## src/rtl/switch_debounce.sv

```systemverilog
// Debounces raw DIP switch pins: 2-flop synchronizer, shared sample prescaler,
// per-bit history of STABLE_N samples, plus a sticky CPU-clearable change mask.
module switch_debounce #(
    parameter int WIDTH    = 24,
    parameter int TICK_DIV = 50000,
    parameter int STABLE_N = 4
) (
    input  logic             clk,
    input  logic             rst,
    input  logic [WIDTH-1:0] switch_i,
    input  logic             clr_i,
    input  logic [WIDTH-1:0] clr_mask_i,
    output logic [WIDTH-1:0] sw_o,
    output logic [WIDTH-1:0] chg_o,
    output logic             any_chg_o,
    output logic             tick_o
);

    localparam int CNT_W = (TICK_DIV > 1) ? $clog2(TICK_DIV) : 1;
    localparam logic [CNT_W-1:0] CNT_LAST = CNT_W'(TICK_DIV - 1);

    logic [WIDTH-1:0]                sync1_q;
    logic [WIDTH-1:0]                sync2_q;
    logic [CNT_W-1:0]                cnt_q, cnt_d;
    logic                            tick_q, tick_d;
    logic [WIDTH-1:0][STABLE_N-1:0]  hist_q, hist_d;
    logic [WIDTH-1:0]                sw_q, sw_d;
    logic [WIDTH-1:0]                chg_q, chg_d;
    logic                            any_q, any_d;
    logic [WIDTH-1:0]                accept;

    // Prescaler: tick is registered, so it lands the cycle after the wrap.
    always_comb begin
        cnt_d  = cnt_q + CNT_W'(1);
        tick_d = 1'b0;
        if (cnt_q == CNT_LAST) begin
            cnt_d  = '0;
            tick_d = 1'b1;
        end
    end

    // Acceptance looks at the history including the sample shifted in this tick.
    always_comb begin
        hist_d = hist_q;
        accept = '0;
        if (tick_q) begin
            for (int i = 0; i < WIDTH; i++) begin
                hist_d[i] = {hist_q[i][STABLE_N-2:0], sync2_q[i]};
                if ((&hist_d[i]) && !sw_q[i]) begin
                    accept[i] = 1'b1;
                end
                if (!(|hist_d[i]) && sw_q[i]) begin
                    accept[i] = 1'b1;
                end
            end
        end
        sw_d  = sw_q ^ accept;
        // A fresh acceptance overrides a clear on the same bit.
        chg_d = (chg_q & ~(clr_i ? clr_mask_i : '0)) | accept;
        any_d = |chg_d;
    end

    always_ff @(posedge clk) begin
        if (rst) begin
            sync1_q <= '0;
            sync2_q <= '0;
            cnt_q   <= '0;
            tick_q  <= 1'b0;
            hist_q  <= '0;
            sw_q    <= '0;
            chg_q   <= '0;
            any_q   <= 1'b0;
        end else begin
            sync1_q <= switch_i;
            sync2_q <= sync1_q;
            cnt_q   <= cnt_d;
            tick_q  <= tick_d;
            hist_q  <= hist_d;
            sw_q    <= sw_d;
            chg_q   <= chg_d;
            any_q   <= any_d;
        end
    end

    assign sw_o      = sw_q;
    assign chg_o     = chg_q;
    assign any_chg_o = any_q;
    assign tick_o    = tick_q;

endmodule

```

## config.mk

```make
export PLATFORM = sky130hd
export DESIGN_NAME = switch_debounce
export DESIGN_NICKNAME = d
export VERILOG_FILES = /design/src/rtl/switch_debounce.sv
export SDC_FILE = /design/constraint.sdc
export NUM_CORES = 1
export LEC_CHECK = 0
export CORE_ASPECT_RATIO = 0.7
export CORE_MARGIN = 5
export CORE_UTILIZATION = 40
export CTS_CLUSTER_SIZE = 8
export DETAILED_ROUTE_END_ITERATION = 12
export GPL_TIMING_DRIVEN = 0
export PLACE_DENSITY = 0.72
export SLEW_MARGIN = 20
export SYNTH_ARGS = -nofsm -noshare
export SYNTH_HDL_FRONTEND = slang
export SYNTH_SLANG_ARGS = --single-unit
```

## constraint.sdc

```tcl
create_clock -name clk -period 4.7 [get_ports clk]
set_clock_uncertainty 0.15 [all_clocks]
set_input_delay 0.94 -clock clk [delete_from_list [all_inputs] [get_ports clk]]
set_output_delay 0.94 -clock clk [all_outputs]
set_load 0.005 [all_outputs]
```

# == Yosys cells after proc, flatten, opt, wreduce, memory -nomap -nowiden ==
# Cells that the tools add are included.
# word_totals
wordCells,234
ff_bits,186
in_bits,51
# op_classes
eq_ne,1
bitwise,4
muxes,51
n_addsub,1
n_reduce_logical,146
# ops
operator,count
4-bit AND reduction,24
4-bit OR reduction,24
1-bit two-way mux,49
1-bit logical AND,48
1-bit logical NOT,48
24-bit two-way mux,2
24-bit bitwise AND,1
24-bit inverter,1
24-bit bitwise OR,1
24-bit OR reduction,1
24-bit bitwise XOR,1
"16-bit by 1-bit adder with 16-bit output, second input constant",1
"16-bit equality test, second input constant",1
2-bit OR reduction,1

# == Longest topological paths before layout ==
# Gate-level depths: netlist (run 1).
# depth
ltp_word,7
mapped_depth,8
ltp_nobuf,6

# == Worst setup path before layout (run 1) ==
# Ideal clock, no wire load.
# synth_timing
path_type,input-to-reg
start,input port clr_i
end,"register any_q, in the netlist any_chg_o"
required_ns,4.413
slack_ns,2.413
arrival_ns,2.000
path_stages,6
setup_time_ns,0.137
path_cell_list,clkbuf_1 -> nand2_1 -> a211oi_1 -> nand4_1 -> nor3_1 -> a41oi_2
# synth_between
elab_chain_len,5
# synth_rtl
element,line,rtl
from (decl),11,"input logic clr_i,"
24-bit two-way mux,59,chg_d = (chg_q & ~(clr_i ? clr_mask_i : '0)) | accept;
24-bit inverter,59,
24-bit bitwise AND,59,
24-bit bitwise OR,59,
24-bit OR reduction,60,any_d = |chg_d;
to (signal assigned),81,any_q <= any_d;
to (decl),29,"logic any_q, any_d;"
# No other way between the ends.
# A chain may end at the register's enable or synchronous reset.

# == Worst setup path in the final report (run 1) ==
# Same ends and word-level chain as after synthesis.

==> out/summary.txt, run 1 <==
vias in the first global route: 5264
Leakage Power: 3.04 nW
# setup viols final: 0
std cell rows: 40
CORE AREA: 17200 um2
Root Buffer: clkbuf_16
fmax: 293 MHz
PwrDens: 345 nW/um2
Seq/Total Area, Yosys: 52.8%
Num CTS Buffers: 17
clock-pin slew on the worst setup and hold paths: 70 ps
TritonCTS clock tree: yes
Routed WL per cell: 16.3 um
min-delay worst type: register to register
Crit. End Element: register
Final TNS setup: 0 ps
Remaining DRCs: 0
Area Overhead vs Synth: 26.0%
asr flop ratio synth: 0%
RSZ-0062 raised after global routing: no
Ys Warns: 0
# resized after CTS: 0
clk_lat worst skew: 430 ps
Rel. slew slack: 44.2%
peak supply drop: 0.251 mV
initial antenna violation count: 0
fraction of layout cells with a size suffix above 1: 6.82%
DP Wirelength: 12.7 mm
Antenna Violating Nets Remaining: 0
number of port buffers: 99
startpoint types: primary input
Worst Reg-to-Reg Cells: 8
Syn Nets: 772
synthesized area per cell: 9.79 um2
Post-CTS Setup Bufs: 0
Remaining Overflow, GRT: 0
status: completed
largest net degree at the start of global routing: 18
first-pass GRT wire length: 27.8 mm
Final period util: 72.5%
synthesized area: 7050 um2
starting density of the core: 41.0%
worst-margin pin slew: 837 ps
Final Total Pwr: 3.07 mW
flops & latches, synth: 186
final net count: 890
WP data required: 4820 ps
Sink Count: 186
boundary pin count: 101
Crit Path Max Fanout: 10
via count: 5519
routed wire length: 17.6 mm
Final Hold Vio Count: 0
critical path class: primary input to register
Max Slew Vio Count: 0
Netlist cell types: 33
die width: 169 um
via/cell ratio: 5.10
depth of the CTS H-tree: 4
# hold bufs at CTS: 0
CTS Buffer Depth: 2
Period minus WS final: 3410 ps
first-pass iteration count of the detailed router: 5
Die ar.: 20400 um2
GRT Resource Usage Total: 17.2%
DR iter-0 viols: 388
main flop type after synthesis: dfxtp_1
Worst EP arrival: 3530 ps
hold depth: 1
Max Cap Viol: 0
# diodes: 0
Die Ht: 121 um
GP Congestion: 0.784
fill count: 1604
Gate Count Post-Synth: 720
number of synthesized flops with an enable pin: 0
-- cell usage after synthesis (all sizes together) (7+ instances only) --
library cell / instances / share of area (%)
and3: 14 / 1.2
nor2b: 48 / 4.3
nor3b: 11 / 1.3
nand3: 14 / 0.99
o311a: 11 / 1.6
a211oi: 25 / 2.7
or4b: 24 / 3.4
clkbuf: 24 / 1.3
nor3: 15 / 1.1
a31oi: 7 / 0.62
a21oi: 14 / 0.99
dfxtp: 186 / 53
mux2i: 72 / 10
inv: 17 / 0.91
nand2: 40 / 2.1
nand4: 20 / 1.8
buf: 12 / 0.89
xor2: 8 / 0.99
or3b: 11 / 1.4
nor2: 124 / 6.6
-- metal layers --
metal,wire length (um),GRT usage (%),up-vias
met3,1410,4.49,12
met2,7340,25.4,160
li1,-,-,2756
met1,8760,25.4,2591
met5,0,0,-
met4,94,3.35,0
-- worst paths after layout --
check                         startpoint                endpoint  slack (ps)
setup / recovery                   clr_i    any_chg_o$_SDFF_PP0_        1290
hold / removal    sync1_q[16]$_SDFF_PP0_  sync2_q[16]$_SDFF_PP0_         290
hold reg to reg   sync1_q[16]$_SDFF_PP0_  sync2_q[16]$_SDFF_PP0_         290
setup reg to reg       tick_o$_SDFF_PP0_    any_chg_o$_SDFF_PP0_        2150
-- cell families (layout without fill, tap and decap cells) --
group,after synthesis,after routing,synth area share [%]
buf+inv,53,184,3.07
mux,72,72,10.2
fa+ha+maj,1,1,0.177
xor+xnor,14,14,1.74
flops,186,186,52.8
simple gates,331,331,25.4
compound gates,63,63,6.60
-- area by class of cell --
type	instances	area, um2	share of cell area, %
Sequential cell	186	3720	41.9
Multi-Input combinational cell	481	3110	35.0
Timing Repair Buffer	99	991	11.2
Clock buffer	19	443	4.99
Tap cell	231	289	3.25
Buffer	36	153	1.72
Clock inverter	13	111	1.25
Inverter	17	63.8	0.718
-- where the power goes --
group          leakage, nW  switching [mW]  internal, mW
Combinational         1.27          0.0544        0.0537
Sequential            1.51          0.0105          1.60
Clock                0.265           0.643         0.708
-- worst max-delay path: stages --
cell	delay, ps
clkdlybuf4s50_1	640
clkbuf_1	670
nand2_1	210
a211oi_1	450
nand4_1	150
nor3_1	300
a41oi_2	150
-- flip-flops by register name (all words and copies together), names as in the netlist --
register,cells
sw_o,24
sync2_q,24
cnt_q,16
sync1_q,24
tick_o,1
any_chg_o,1
hist_q,72
chg_o,24
-- stage by stage --
stage | worst slack [ps] | utilization (%) | hold slack [ps] | cell area [um2] | std cells
final | 1290 | 51.6 | 285 | 8880 | 1082
after global routing | 1140 | 51.6 | 299 | 8880 | 1082
after floorplan | 2410 | - | 264 | 7050 | 720
after global placement | 915 | 48.4 | 267 | 8330 | 1050
after detailed placement | 900 | 48.4 | 270 | 8330 | 1050
after CTS | 1320 | 51.6 | 286 | 8880 | 1082
-- cells in the final DEF, fill, tap and decap left out, types with 8 or more instances in the layout --
master,instances
nand3_1,14
nor2b_1,48
xor2_1,8
o311a_1,11
a21oi_1,14
or4b_1,23
or3b_2,11
mux2i_1,72
clkbuf_1,25
nor3_1,15
buf_2,11
nand2_1,40
a211oi_1,25
nand4_1,20
clkdlybuf4s50_1,99
nor3b_1,9
dfxtp_1,186
and3_1,14
clkbuf_16,17
inv_1,17
nor2_1,124
(Power assumes the default switching activity.)
==> run 2, diff against run 1 <==
clock period = 3.3 ns   (was 4.7 ns; I/O delays follow)
==> results of run 2 <==
The final DEF is identical to that of run 1. Status: completed.
Among the figures that moved: setup slack after placement 900 ps -> -220 ps; setup slack after layout 1290 ps -> 171 ps; register-to-register setup slack 2150 ps -> 750 ps; total power 3.07 mW -> 4.37 mW; worst IR drop on VDD 0.251 mV -> 0.357 mV
==> run 3, diff against run 2 <==
CORE_UTILIZATION = 58   (was 40)
PLACE_DENSITY = 0.94   (was 0.72)
clock period = 3.6 ns   (was 3.3 ns; I/O delays follow)
==> out/summary.txt, run 3 (same netlist as run 1, synthesis figures left out) <==
status: completed
Max Cap Viol: 0
Final Non-Filler Cells: 1008
WP data required: 3730 ps
std cell rows: 33
largest net degree at the start of global routing: 17
Period minus WS final: 3030 ps
via/cell ratio: 5.81
Remaining DRCs: 0
Worst Reg-to-Reg Cells: 8
fin util: 75.1%
worst reg2reg path endpoint: any_chg_o$_SDFF_PP0_
Final Hold Vio Count: 0
Sink Count: 186
first-pass GRT wire length: 29.3 mm
TritonCTS clock tree: yes
RSZ-0062 raised after global routing: no
Max Slew Vio Count: 0
share of power burned in registers: 50.0%
Leakage Power: 3.09 nW
routed wire length: 18.2 mm
# resized after CTS: 0
switching power: 859 uW
final net count: 890
clock group share of total power: 46.7%
DR iter-0 viols: 339
critical-path cell list: clkdlybuf4s50_1, clkbuf_1, nand2_1, a211oi_1, and4_1, a41oi_2
Largest register FFs: 72
GP Congestion: 0.864
Antenna Violating Nets Remaining: 0
Final TNS setup: 0 ps
PwrDens: 474 nW/um2
startpoint types: primary input
DP Wirelength: 12.5 mm
starting density of the core: 59.7%
worst reg2reg setup slack: 1090 ps
Routed WL per cell: 18.1 um
Die ar.: 14500 um2
peak supply drop: 0.344 mV
Final period util: 84.1%
most frequent cells in the layout: dfxtp_1, nor2_1, clkdlybuf4s50_1
Rel. slew slack: 44.4%
GRT Resource Usage Total: 25.8%
Root Buffer: clkbuf_16
fraction of layout cells with a size suffix above 1: 6.93%
Crit Path Max Fanout: 10
Worst R2R Start: tick_o$_SDFF_PP0_
worst-margin pin slew: 834 ps
commonest non-fill, non-tap cell in the layout: dfxtp_1
critical path class: primary input to register
Remaining Overflow, GRT: 0
Post-CTS Setup Bufs: 0
vias in the first global route: 5859
Worst EP arrival: 3150 ps
Die Ht: 102 um
internal power: 3.34 mW
most flop-heavy register: hist_q
critical path startpoint: clr_i
Num CTS Buffers: 17
CTS Buffer Depth: 2
Area Overhead vs Synth: 25.8%
# setup viols final: 0
crit path to: any_chg_o$_SDFF_PP0_
depth of the CTS H-tree: 4
fmax: 330 MHz
min-delay worst type: register to register
first-pass iteration count of the detailed router: 6
boundary pin count: 101
die width: 142 um
# diodes: 0
# hold bufs at CTS: 0
max incr delay on CP: 650 ps
CORE AREA: 11800 um2
placed cell count: 976
via count: 5853
Critical Path Slowest Stage Cell: a211oi_1
Final Total Pwr: 4.20 mW
Crit. End Element: register
initial antenna violation count: 0
clock-pin slew on the worst setup and hold paths: 60 ps
clk_lat worst skew: 420 ps
Net Sw Frac: 20.4%
combinational power share: 3.3%
number of port buffers: 99
## run 3: final cells by class
type | instances | area [um2]
buffer | 36 | 153
timing repair buffer | 99 | 991
clock buffer | 22 | 494
fill | 804 | 2940
inverter | 17 | 63.8
sequential | 186 | 3720
tap | 157 | 196
multi-input combinational | 481 | 3110
clock inverter | 10 | 138
## run 3: power by group through the flow
stage	Combinational [mW]	Clock [mW]	Sequential [mW]
2_1_floorplan	0.0568	0	2.14
3_3_place_gp	0.136	0	2.14
3_5_place_dp	0.139	0	2.15
4_1_cts	0.140	1.97	2.10
5_1_grt	0.152	2.06	2.10
6_report	0.140	1.96	2.10
## run 3: how the worst min path moves through the flow
stage | from | to | depth (start not counted)
after floorplan | sync1_q[0]$_SDFF_PP0_ | sync2_q[0]$_SDFF_PP0_ | 1
after global placement | sync1_q[4]$_SDFF_PP0_ | sync2_q[4]$_SDFF_PP0_ | 1
after detailed placement | sync1_q[14]$_SDFF_PP0_ | sync2_q[14]$_SDFF_PP0_ | 1
after CTS | sync1_q[14]$_SDFF_PP0_ | sync2_q[14]$_SDFF_PP0_ | 1
after global routing | sync1_q[20]$_SDFF_PP0_ | sync2_q[20]$_SDFF_PP0_ | 1
final | sync1_q[10]$_SDFF_PP0_ | sync2_q[10]$_SDFF_PP0_ | 1
## run 3: critical path, delay by kind of cell
| kind | cells | cell delay [ps] |
|---|---|---|
| buffers and inverters | 2 | 1200 |
| AOI/OAI and AO/OA | 2 | 770 |
| and+or+nand+nor | 2 | 470 |
## run 3: metrics by stage
step	worst slack (ps)	hold WS (ps)	cell area, um2
floorplan	1530	264	7050
global placement	243	264	8240
detailed placement	248	270	8240
CTS	686	286	8870
global route	492	310	8870
finish	571	287	8870
## run 3: per-layer routing
layer	share of wire [%]	global-route usage, %
met1	44	33.3
met2	45	41.6
met3	8.5	7.20
met4	2.5	9.96
met5	0	0
==> edit, RTL diff (flow settings as in run 3) <==
Reset style: asynchronous (`rst`), changed in one clocked block.
--- a/src/rtl/switch_debounce.sv
+++ b/src/rtl/switch_debounce.sv
@@ -60,7 +60,7 @@
         any_d = |chg_d;
     end
 
-    always_ff @(posedge clk) begin
+    always_ff @(posedge clk or posedge rst) begin
         if (rst) begin
             sync1_q <= '0;
             sync2_q <= '0;
Function: no difference found for any inputs over 10 cycles, from zero or initial values and one cycle with rst high; that may be too few to reach the edited logic, so the function may still have changed.
==> edit against run 3 <==
- sequential cell count did not move
- power fell by 1.9%
- global-route usage fell by 1.5 points
- first-iteration DRC count rose by 7.7%
- synthesized area rose by 3.1%
- cell area rose by 3.5%
- die area rose by 2.9%
- worst setup slack got worse by 0.42 ns
- wire length fell by 5.0%
- critical endpoint is now any_chg_o
- largest cell class unchanged
==> edit: results (changes against run 3) <==
- The first-pass GRT wire length is 28400 um (-3.1%).
- The instance count after placement with tap cells included came to 816 (-16%).
* Most area-consuming cells after synthesis: dfrtp_1 (64%), mux2_2 (11%), a21oi_1 (3.4%), or4b_2 (3.0%), a211o_1 (2.7%)
* Count of port buffers added during placement: 100 (+1.0%)
- The minimum setup slack after placement came to -0.138 ns (-0.386 ns).
- The critical path data arrival time is 3.60 ns (+0.45 ns).
* Post-synthesis async set-or-reset flop share: 100% (+100 points)
* Final nets: 725 (-19%)
- The detailed-placement wirelength estimate is 11700 um (-6.2%).
- The met2 routing resource usage after global routing came to 38.5% (-3.1 points).
- Outcome: completed
- Final routed wirelength across all metal layers: 17300 um (-5.0%)
* Static leakage: 4.21 nW (+36%)
* Sequential fraction of the synthesis area: 64.0% (+11 points)
- Maximum vdd ir drop: 339 uV (-1.6%)
- The share of layout cells above drive strength 1 came to 21.3% (+14 points).
- The met3 usage came to 5.94% (-1.3 points).
- Vias after detailed routing: 5212 (-11%)
* Post-Syn Nets: 601 (-22%)
* Clock edge transition at the registers on the reported setup and hold paths: 0.07 ns
- The routing usage on met1 is 32.4% (-0.89 points).
- Drt pass-1 iters: 5 (-1)
- Number of distinct library cells after synthesis: 35 (+6.1%)
- Number of global-route vias before repair: 5498 (-6.2%)
- Final GP Congestion: 0.802 (-7.2%)
- Slew margin rel.: 50.2% (+5.8 points)
- The maximum number of pins on one net before global-route repair was 38 (+21).
edit: cell types whose count changed after synthesis, sizes merged, moves of 12 or more:
cell	before	now
nor2	124	8
dfrtp	0	186
nor2b	48	1
a211oi	25	0
mux2i	72	0
and3	14	2
mux2	0	72
a21oi	14	50
dfxtp	186	0
nor3b	11	23
clkbuf	24	4
a211o	0	22
edit: cells by family after synthesis:
family / share of synthesized area, %
buffers and inverters: 2.55
multiplexers: 11.2
XOR/XNOR: 1.45
adder cells (fa/ha/maj): 0.172
AND/OR/NAND/NOR: 14.0
AO/OA/AOI/OAI: 6.64
flip-flops: 64.0
edit: worst paths after layout:
check	start	to	slack [ns]	cells past startpoint
worst max-delay path	clr_i	any_chg_o	0.15	7
worst min-delay path	sync1_q[3]	sync2_q[3]	0.19	0
worst max register to register	tick_o	any_chg_o	0.66	9
worst min register to register	sync1_q[3]	sync2_q[3]	0.19	0
max in group asynchronous	rst	hist_q[16]	1.82	5
min in group asynchronous	rst	sync1_q[10]	0.49	2
edit: critical path, cell delays in order:
cell and delay, ns:
clkdlybuf4s50_1 0.62, clkbuf_1 0.61, nand2_1 0.12, a211o_1 0.35
nor4_1 0.46, nand2_1 0.17, or4_1 0.54
edit: area by class of cell:
cell class	instances	area (um^2)
clock inverter	12	140
sequential	186	4650
clock buffer	20	457
fill	731	3150
timing repair buffer	105	1100
inverter	26	101
tap	162	203
multi-input combinational	322	2440
buffer	15	87.6
edit: through the flow:
stage               hold WS, ns  util [%]  area [um^2]
floorplan                 0.181         -         7270
global placement          0.182      68.7         8480
detailed placement        0.185      69.5         8580
CTS                       0.192      74.4         9180
global route              0.195      74.4         9180
finish                    0.190      74.4         9180
edit: report_power, final:
group,switching [mW],internal [mW]
combinational,0.0610,0.0622
clock,0.799,1.07
sequential,0.0156,2.12
edit: layer usage:
metal	up-vias	share of wire, %
met5	-	0
met4	0	2.7
met3	41	7.0
met2	243	49
met1	2658	41
li1	2270	-
